<file path="src/rtl/spi_pkg.sv">
`default_nettype none
// ============================================================================
// Module      : spi_pkg
// Description : Shared definitions for the SPI master: the byte width used
//               to size transactions and the master state encoding.
// Revision    : 1.0 - initial release
// ============================================================================
package spi_pkg;

    localparam int BYTE_SIZE = 8;

    typedef enum logic [2:0] {
        IDLE  = 3'd0,
        SETUP = 3'd1,
        HIGH  = 3'd2,
        LOW   = 3'd3,
        GAP   = 3'd4
    } spiState_t;

endpackage
`default_nettype wire

</file>
<file path="src/rtl/spi_clk_divider.sv">
`default_nettype none
// ============================================================================
// Module      : spi_clk_divider
// Description : Phase counter for the SPI master. Counts CLK_DIV system
//               cycles per phase and raises tickOut on the last one.
//               clearIn restarts the count so every new phase starts at 0.
// Ports       : clkIn    - system clock
//               nResetIn - asynchronous active-low reset
//               clearIn  - restart the phase count (state change / idle)
//               tickOut  - high during the last cycle of a phase
// Revision    : 1.0 - initial release
// ============================================================================
module spi_clk_divider #(
    parameter int CLK_DIV = 4
) (
    input  logic clkIn,
    input  logic nResetIn,
    input  logic clearIn,
    output logic tickOut
);

    localparam int c_CNT_W = (CLK_DIV > 1) ? $clog2(CLK_DIV) : 1;
    localparam logic [c_CNT_W-1:0] c_LAST = c_CNT_W'(CLK_DIV - 1);

    logic [c_CNT_W-1:0] r_count;

    always_ff @(posedge clkIn or negedge nResetIn) begin
        if (!nResetIn) begin
            r_count <= '0;
        end else if (clearIn || tickOut) begin
            r_count <= '0;
        end else begin
            r_count <= r_count + c_CNT_W'(1);
        end
    end

    assign tickOut = (r_count == c_LAST);

endmodule
`default_nettype wire

</file>
<file path="src/rtl/spi_master.sv">
`default_nettype none
// ============================================================================
// Module      : spi_master
// Description : SPI mode-0 master. Shifts an N = 8*PACKET_SIZE bit word out
//               MSB first on mosiOut while shifting misoIn in, with each SCK
//               half-period lasting CLK_DIV system cycles.
//               Optional feature macro: SPI_MASTER_BURST_EN - when defined,
//               startIn high on the final LOW cycle chains the next word
//               without releasing slave select.
// Ports       : clkIn, nResetIn (async, active low)
//               startIn, dataIn[N-1:0]   - transaction request / tx word
//               misoIn                   - serial data from the slave
//               ssOut, sckOut, mosiOut   - SPI bus outputs
//               dataOut[N-1:0]           - last received word
//               doneOut                  - one-cycle word-complete pulse
//               busyOut                  - high whenever not idle
// Revision    : 1.0 - initial release
// ============================================================================
module spi_master
    import spi_pkg::*;
#(
    parameter int PACKET_SIZE = 2,
    parameter int CLK_DIV     = 4
) (
    input  logic                              clkIn,
    input  logic                              nResetIn,
    input  logic                              startIn,
    input  logic [BYTE_SIZE*PACKET_SIZE-1:0]  dataIn,
    input  logic                              misoIn,
    output logic                              ssOut,
    output logic                              sckOut,
    output logic                              mosiOut,
    output logic [BYTE_SIZE*PACKET_SIZE-1:0]  dataOut,
    output logic                              doneOut,
    output logic                              busyOut
);

    localparam int c_N     = BYTE_SIZE * PACKET_SIZE;
    localparam int c_BIT_W = $clog2(c_N);
    localparam logic [c_BIT_W-1:0] c_LAST_BIT = c_BIT_W'(c_N - 1);

    spiState_t          r_state;
    spiState_t          w_nextState;
    logic [c_N-1:0]     r_txShift;
    logic [c_N-1:0]     r_rxShift;
    logic [c_N-1:0]     r_dataOut;
    logic [c_BIT_W-1:0] r_bitCnt;
    logic               r_ss;
    logic               r_sck;
    logic               r_done;
    logic               r_busy;
    logic               w_tick;
    logic               w_clear;
    logic               w_lastBit;
    logic               w_finish;

    // The counter restarts on every state change and is held at zero while
    // idle, so each phase is exactly CLK_DIV cycles long.
    assign w_clear = (w_nextState != r_state) || (r_state == IDLE);

    spi_clk_divider #(
        .CLK_DIV (CLK_DIV)
    ) u_clkDivider (
        .clkIn    (clkIn),
        .nResetIn (nResetIn),
        .clearIn  (w_clear),
        .tickOut  (w_tick)
    );

    assign w_lastBit = (r_bitCnt == c_LAST_BIT);

    always_comb begin
        w_nextState = r_state;
        w_finish    = 1'b0;
        case (r_state)
            IDLE:  if (startIn) w_nextState = SETUP;
            SETUP: if (w_tick)  w_nextState = HIGH;
            HIGH:  if (w_tick)  w_nextState = LOW;
            LOW: begin
                if (w_tick) begin
                    if (w_lastBit) begin
                        w_finish = 1'b1;
`ifdef SPI_MASTER_BURST_EN
                        w_nextState = startIn ? HIGH : GAP;
`else
                        w_nextState = GAP;
`endif
                    end else begin
                        w_nextState = HIGH;
                    end
                end
            end
            GAP:     if (w_tick) w_nextState = IDLE;
            default: w_nextState = IDLE;
        endcase
    end

    always_ff @(posedge clkIn or negedge nResetIn) begin
        if (!nResetIn) begin
            r_state   <= IDLE;
            r_txShift <= '0;
            r_rxShift <= '0;
            r_dataOut <= '0;
            r_bitCnt  <= '0;
            r_ss      <= 1'b1;
            r_sck     <= 1'b0;
            r_done    <= 1'b0;
            r_busy    <= 1'b0;
        end else begin
            r_state <= w_nextState;
            r_done  <= w_finish;
            // Bus outputs are registered from the next state so they change
            // on the same edge as the state itself.
            r_sck   <= (w_nextState == HIGH);
            r_ss    <= (w_nextState == IDLE) || (w_nextState == GAP);
            r_busy  <= (w_nextState != IDLE);

            if ((r_state == IDLE) && startIn) begin
                r_txShift <= dataIn;
                r_bitCnt  <= '0;
            end

            // Sample on the last HIGH cycle: the slave has had the full
            // half-period to settle its output after the previous fall.
            if ((r_state == HIGH) && w_tick) begin
                r_rxShift <= {r_rxShift[c_N-2:0], misoIn};
            end

            if ((r_state == LOW) && w_tick) begin
                if (!w_lastBit) begin
                    r_txShift <= {r_txShift[c_N-2:0], 1'b0};
                    r_bitCnt  <= r_bitCnt + c_BIT_W'(1);
                end else begin
                    r_dataOut <= r_rxShift;
`ifdef SPI_MASTER_BURST_EN
                    if (startIn) begin
                        r_txShift <= dataIn;
                        r_bitCnt  <= '0;
                    end
`endif
                end
            end
        end
    end

    assign ssOut   = r_ss;
    assign sckOut  = r_sck;
    assign mosiOut = r_txShift[c_N-1];
    assign dataOut = r_dataOut;
    assign doneOut = r_done;
    assign busyOut = r_busy;

endmodule
`default_nettype wire

</file>
<file path="config.mk">
export PLATFORM = sky130hd
export DESIGN_NAME = spi_master
export DESIGN_NICKNAME = d
export VERILOG_FILES = /design/src/rtl/spi_pkg.sv /design/src/rtl/spi_clk_divider.sv /design/src/rtl/spi_master.sv
export SDC_FILE = /design/constraint.sdc
export NUM_CORES = 1
export LEC_CHECK = 0
export ABC_AREA = 1
export CORE_MARGIN = 8
export CORE_UTILIZATION = 36
export CTS_BUF_LIST = sky130_fd_sc_hd__clkbuf_4 sky130_fd_sc_hd__clkbuf_8
export CTS_CLUSTER_SIZE = 20
export DETAILED_ROUTE_END_ITERATION = 8
export PLACE_DENSITY = 0.61
export RECOVER_POWER = 25
export SETUP_SLACK_MARGIN = 0.4
export SLEW_MARGIN = 30
export SYNTH_ARGS = -nofsm -noshare
export SYNTH_HDL_FRONTEND = slang
export SYNTH_HIERARCHICAL = 1
export SYNTH_SLANG_ARGS = --single-unit
</file>
<file path="constraint.sdc">
create_clock -name clkIn -period 3.7 [get_ports clkIn]
set_clock_uncertainty 0.05 [all_clocks]
set_input_delay 1.11 -clock clkIn [delete_from_list [all_inputs] [get_ports clkIn]]
set_output_delay 1.11 -clock clkIn [all_outputs]
set_load 0.005 [all_outputs]
</file>
==> impl_metrics.csv <==
group,metric,value,unit
run_status,outcome,"finished with violations",
run_status,failed_checks,"max-capacitance violations, max-slew violations",
final_layout,drive_gt1_frac,0.07283,
clocking,cts_resized,0,
critical_path,regToRegSetupSlack,1.55,ns
placed_design,dp_hpwl,3716,um
clocking,clock_path_buffers,2,
detailed_routing,wl_met1,2409,um
global_route,grt-ovfl-total,0,
placed_design,io_buffers,40,
yosys,synth_cell_types,24,
sta,fin_tns_setup,0,ns
sta,hold_viol_final,0,
global_route,antenna_found_initial,0,
worst_hold_path,holdPathEnd,"u_clkDivider/r_count[0]$_DFF_PN0_",
clocking,htreeDepth,3,
sta,drv_slew,33,
global_route,grt_pass1_vias,2013,
detailed_routing,top_layer,"met4",
yosys,yosysSeqAreaShare,0.5679,
worst_hold_path,hp-start,"u_clkDivider/r_count[0]$_DFF_PN0_",
yosys,yosysWarnings,6,
worst_hold_path,min_path_cells,1,
sta,fin_crit,2.530,ns
detailed_routing,met2WireLength,2512,um
yosys,synth.area.top_cells,"dfrtp_1, nand2_1, inv_1",
detailed_routing,drt-initial-drc-count,69,
yosys,synth_top_area_share,0.5581,
yosys,synth_fp_nets,335,
clocking,clock-sinks,61,
yosys,ys_ff_latch,61,
floorplan,rows,31,
floorplan,start_util,0.3709,
clocking,numCtsBuffers,9,
final_layout,antenna_cells,0,
clocking,tritoncts,"yes",
critical_path,crit_type,"in2reg",
sta,tightest_slew,1.757,ns
yosys,syn_avg_cell_area,8.595,um2
yosys,syn_inst,313,
floorplan,die_w,102.4,um
sta,rsz0062_at_grt,"false",
detailed_routing,drt_wl_total,5299,um
global_route,grt_max_degree,35,
power,power.leakage,1.610,nW
power,power_frac_comb,0.032,
floorplan,coreArea,7253,um2
detailed_routing,drtPass1Iterations,4,
detailed_routing,route.detailed.drc,0,
critical_path,r2r_cells,8,
power,internal_power,0.001028,W
detailed_routing,vias,2074,
final_layout,area_growth,23.16,%
placed_design,placed_area,3141,um2
power,clkPwrFrac,0.447,
final_layout,fin_nets,376,
floorplan,die-area,10500,um2
final_layout,stdcell_area,3313,um2
yosys,yosysTopAreaCell,"dfrtp_1",
clocking,clk_latency,0.33,ns
critical_path,crit_path_end_kind,"flip-flop",
power,ir_drop,176.3,uV
clocking,cts_hold_buf,0,
critical_path,r2r_start,"u_clkDivider/r_count[0]$_DFF_PN0_",
clocking,path_clk_slew,0.06,ns
clocking,cts_setup_buffers,0,
critical_path,required,3.88,ns
floorplan,die_h,102.4,um
placed_design,place_congestion,0.8377,
power,total_power,0.001291,W
job,cap_violations,1,
power,p_switching,0.0002628,W
global_route,grt_pass1_wl,9218,um
clocking,cts_root_buffer,"clkbuf_8",
detailed_routing,wl_met3,299,um
detailed_routing,wl_per_cell,11.62,um
sta,finalSetupViolCount,0,
sta,setup_slack,1.170,ns
final_layout,fillers,745,
detailed_routing,vias_per_cell,4.548,
sta,fmax,395.3,MHz
yosys,netlist_area,2690,um2
sta,relSlewSlack,-0.1714,
power,pwr-share-seq,0.521,
floorplan,num_io_pins,41,
worst_hold_path,hold_class,"reg2reg",
power,sw_frac_of_total,0.2036,
placed_design,place_ws,0.7874,ns
sta,fin_crit_sh,0.6837,
critical_path,start_kind,"input pin",
critical_path,cp_max_fo,32,
critical_path,worstPathArrival,2.71,ns
critical_path,r2r-end,"u_clkDivider/r_count[0]$_DFF_PN0_",
global_route,track_usage,0.1122,
detailed_routing,ant_nets,0,
power,powerDensity,389.5,nW/um2
## Yosys cell counts
master	instances
nand2_2	1
ha_1	2
o21ai_1	24
a21oi_1	3
nor2_1	10
nand3_2	1
o211ai_1	1
buf_4	3
clkinv_2	1
o21a_1	1
dfstp_2	1
inv_1	46
nand4_2	2
inv_2	2
o21ai_0	28
nand3_1	24
buf_2	6
dfrtp_1	60
nor2_2	1
clkbuf_2	1
buf_6	3
nand4_1	2
nor2_4	2
nand2_1	88
## sequential cells by signal, summed over array words and instances, names as in the netlist
register              cells
r_txShift                16
busyOut                   1
ssOut                     1
r_rxShift                16
sckOut                    1
doneOut                   1
r_state                   3
dataOut                  16
u_clkDivider/r_count      2
r_bitCnt                  4
## stage by stage
step	instances	hold slack, ns	utilization
after floorplan	313	0.3579	-
final	456	0.3820	0.4568
after global routing	456	0.4097	0.4568
after detailed placement	442	0.3833	0.4330
after global placement	442	0.3691	0.4330
after CTS	456	0.3917	0.4589
## routing by layer
metal  vias to the layer above  track usage
met5                         -            0
met3                        11      0.03474
met2                        44       0.1838
li1                       1061            -
met1                       958       0.1326
met4                         0      0.04740
## cell families (layout without fill, tap and decap cells)
family                   after synthesis  in the layout  share of synthesized area
AO/OA/AOI/OAI                         57             57                     0.1079
buffers and inverters                 62            106                     0.1028
AND/OR/NAND/NOR                      131            131                     0.2121
flip-flops                            61             61                     0.5679
adder cells (fa/ha/maj)                2              2                   0.009301
## power by group through the flow
stage / sequential, W / clock (W) / combinational, W
finish: 0.000673 / 0.000577 / 0.0000411
global route: 0.000673 / 0.000620 / 0.0000474
CTS: 0.000673 / 0.000591 / 0.0000431
detailed placement: 0.000685 / 0 / 0.0000430
global placement: 0.000685 / 0 / 0.0000424
floorplan: 0.000685 / 0 / 0.00000643
## placed cells by master, fill, tap and decap left out
cell type         n
a21oi_1           3
buf_4             3
bufinv_16         1
clkbuf_1          1
clkbuf_4          2
clkbuf_8         10
clkdlybuf4s50_1  39
clkinv_2          2
dfrtp_1          60
dfstp_2           1
ha_1              2
inv_1            46
inv_2             2
nand2_1          88
nand2_2           1
nand3_1          24
nand3_2           1
nand4_1           3
nand4_2           1
nor2_1           11
nor2_2            1
nor2_4            1
o211ai_1          1
o21a_1            1
o21ai_0          28
o21ai_1          24
## cell type report
type / count / area, um2 / area share
clock buffer: 12 / 152.6 / 0.04607
sequential: 61 / 1528 / 0.4611
inverter: 49 / 185.2 / 0.05589
tap: 99 / 123.9 / 0.03739
timing repair buffer: 43 / 416.7 / 0.1258
clock inverter: 2 / 35.03 / 0.01057
multi-input combinational: 190 / 872.1 / 0.2632
## how the worst max path moves through the flow
stage                     slack (ns)                           endpoint      from
after global routing             1.0          r_rxShift[11]$_DFFE_PN0P_  nResetIn
after detailed placement        0.79  u_clkDivider/r_count[0]$_DFF_PN0_   startIn
after global placement          0.84  u_clkDivider/r_count[0]$_DFF_PN0_   startIn
final                           1.17  u_clkDivider/r_count[0]$_DFF_PN0_   startIn
after floorplan                 1.71  u_clkDivider/r_count[0]$_DFF_PN0_   startIn
after CTS                       1.15  u_clkDivider/r_count[0]$_DFF_PN0_   startIn
## critical path, cell delays in order
cell	delay (ns)
clkdlybuf4s50_1	0.45
inv_1	0.06
nor2_4	0.16
nand2_2	0.34
nand3_1	0.28
nand2_1	0.08
nand3_1	0.07
inv_1	0.04
nand2_1	0.07
nor2_1	0.04
Note: power is estimated with default switching activity, not from simulation.
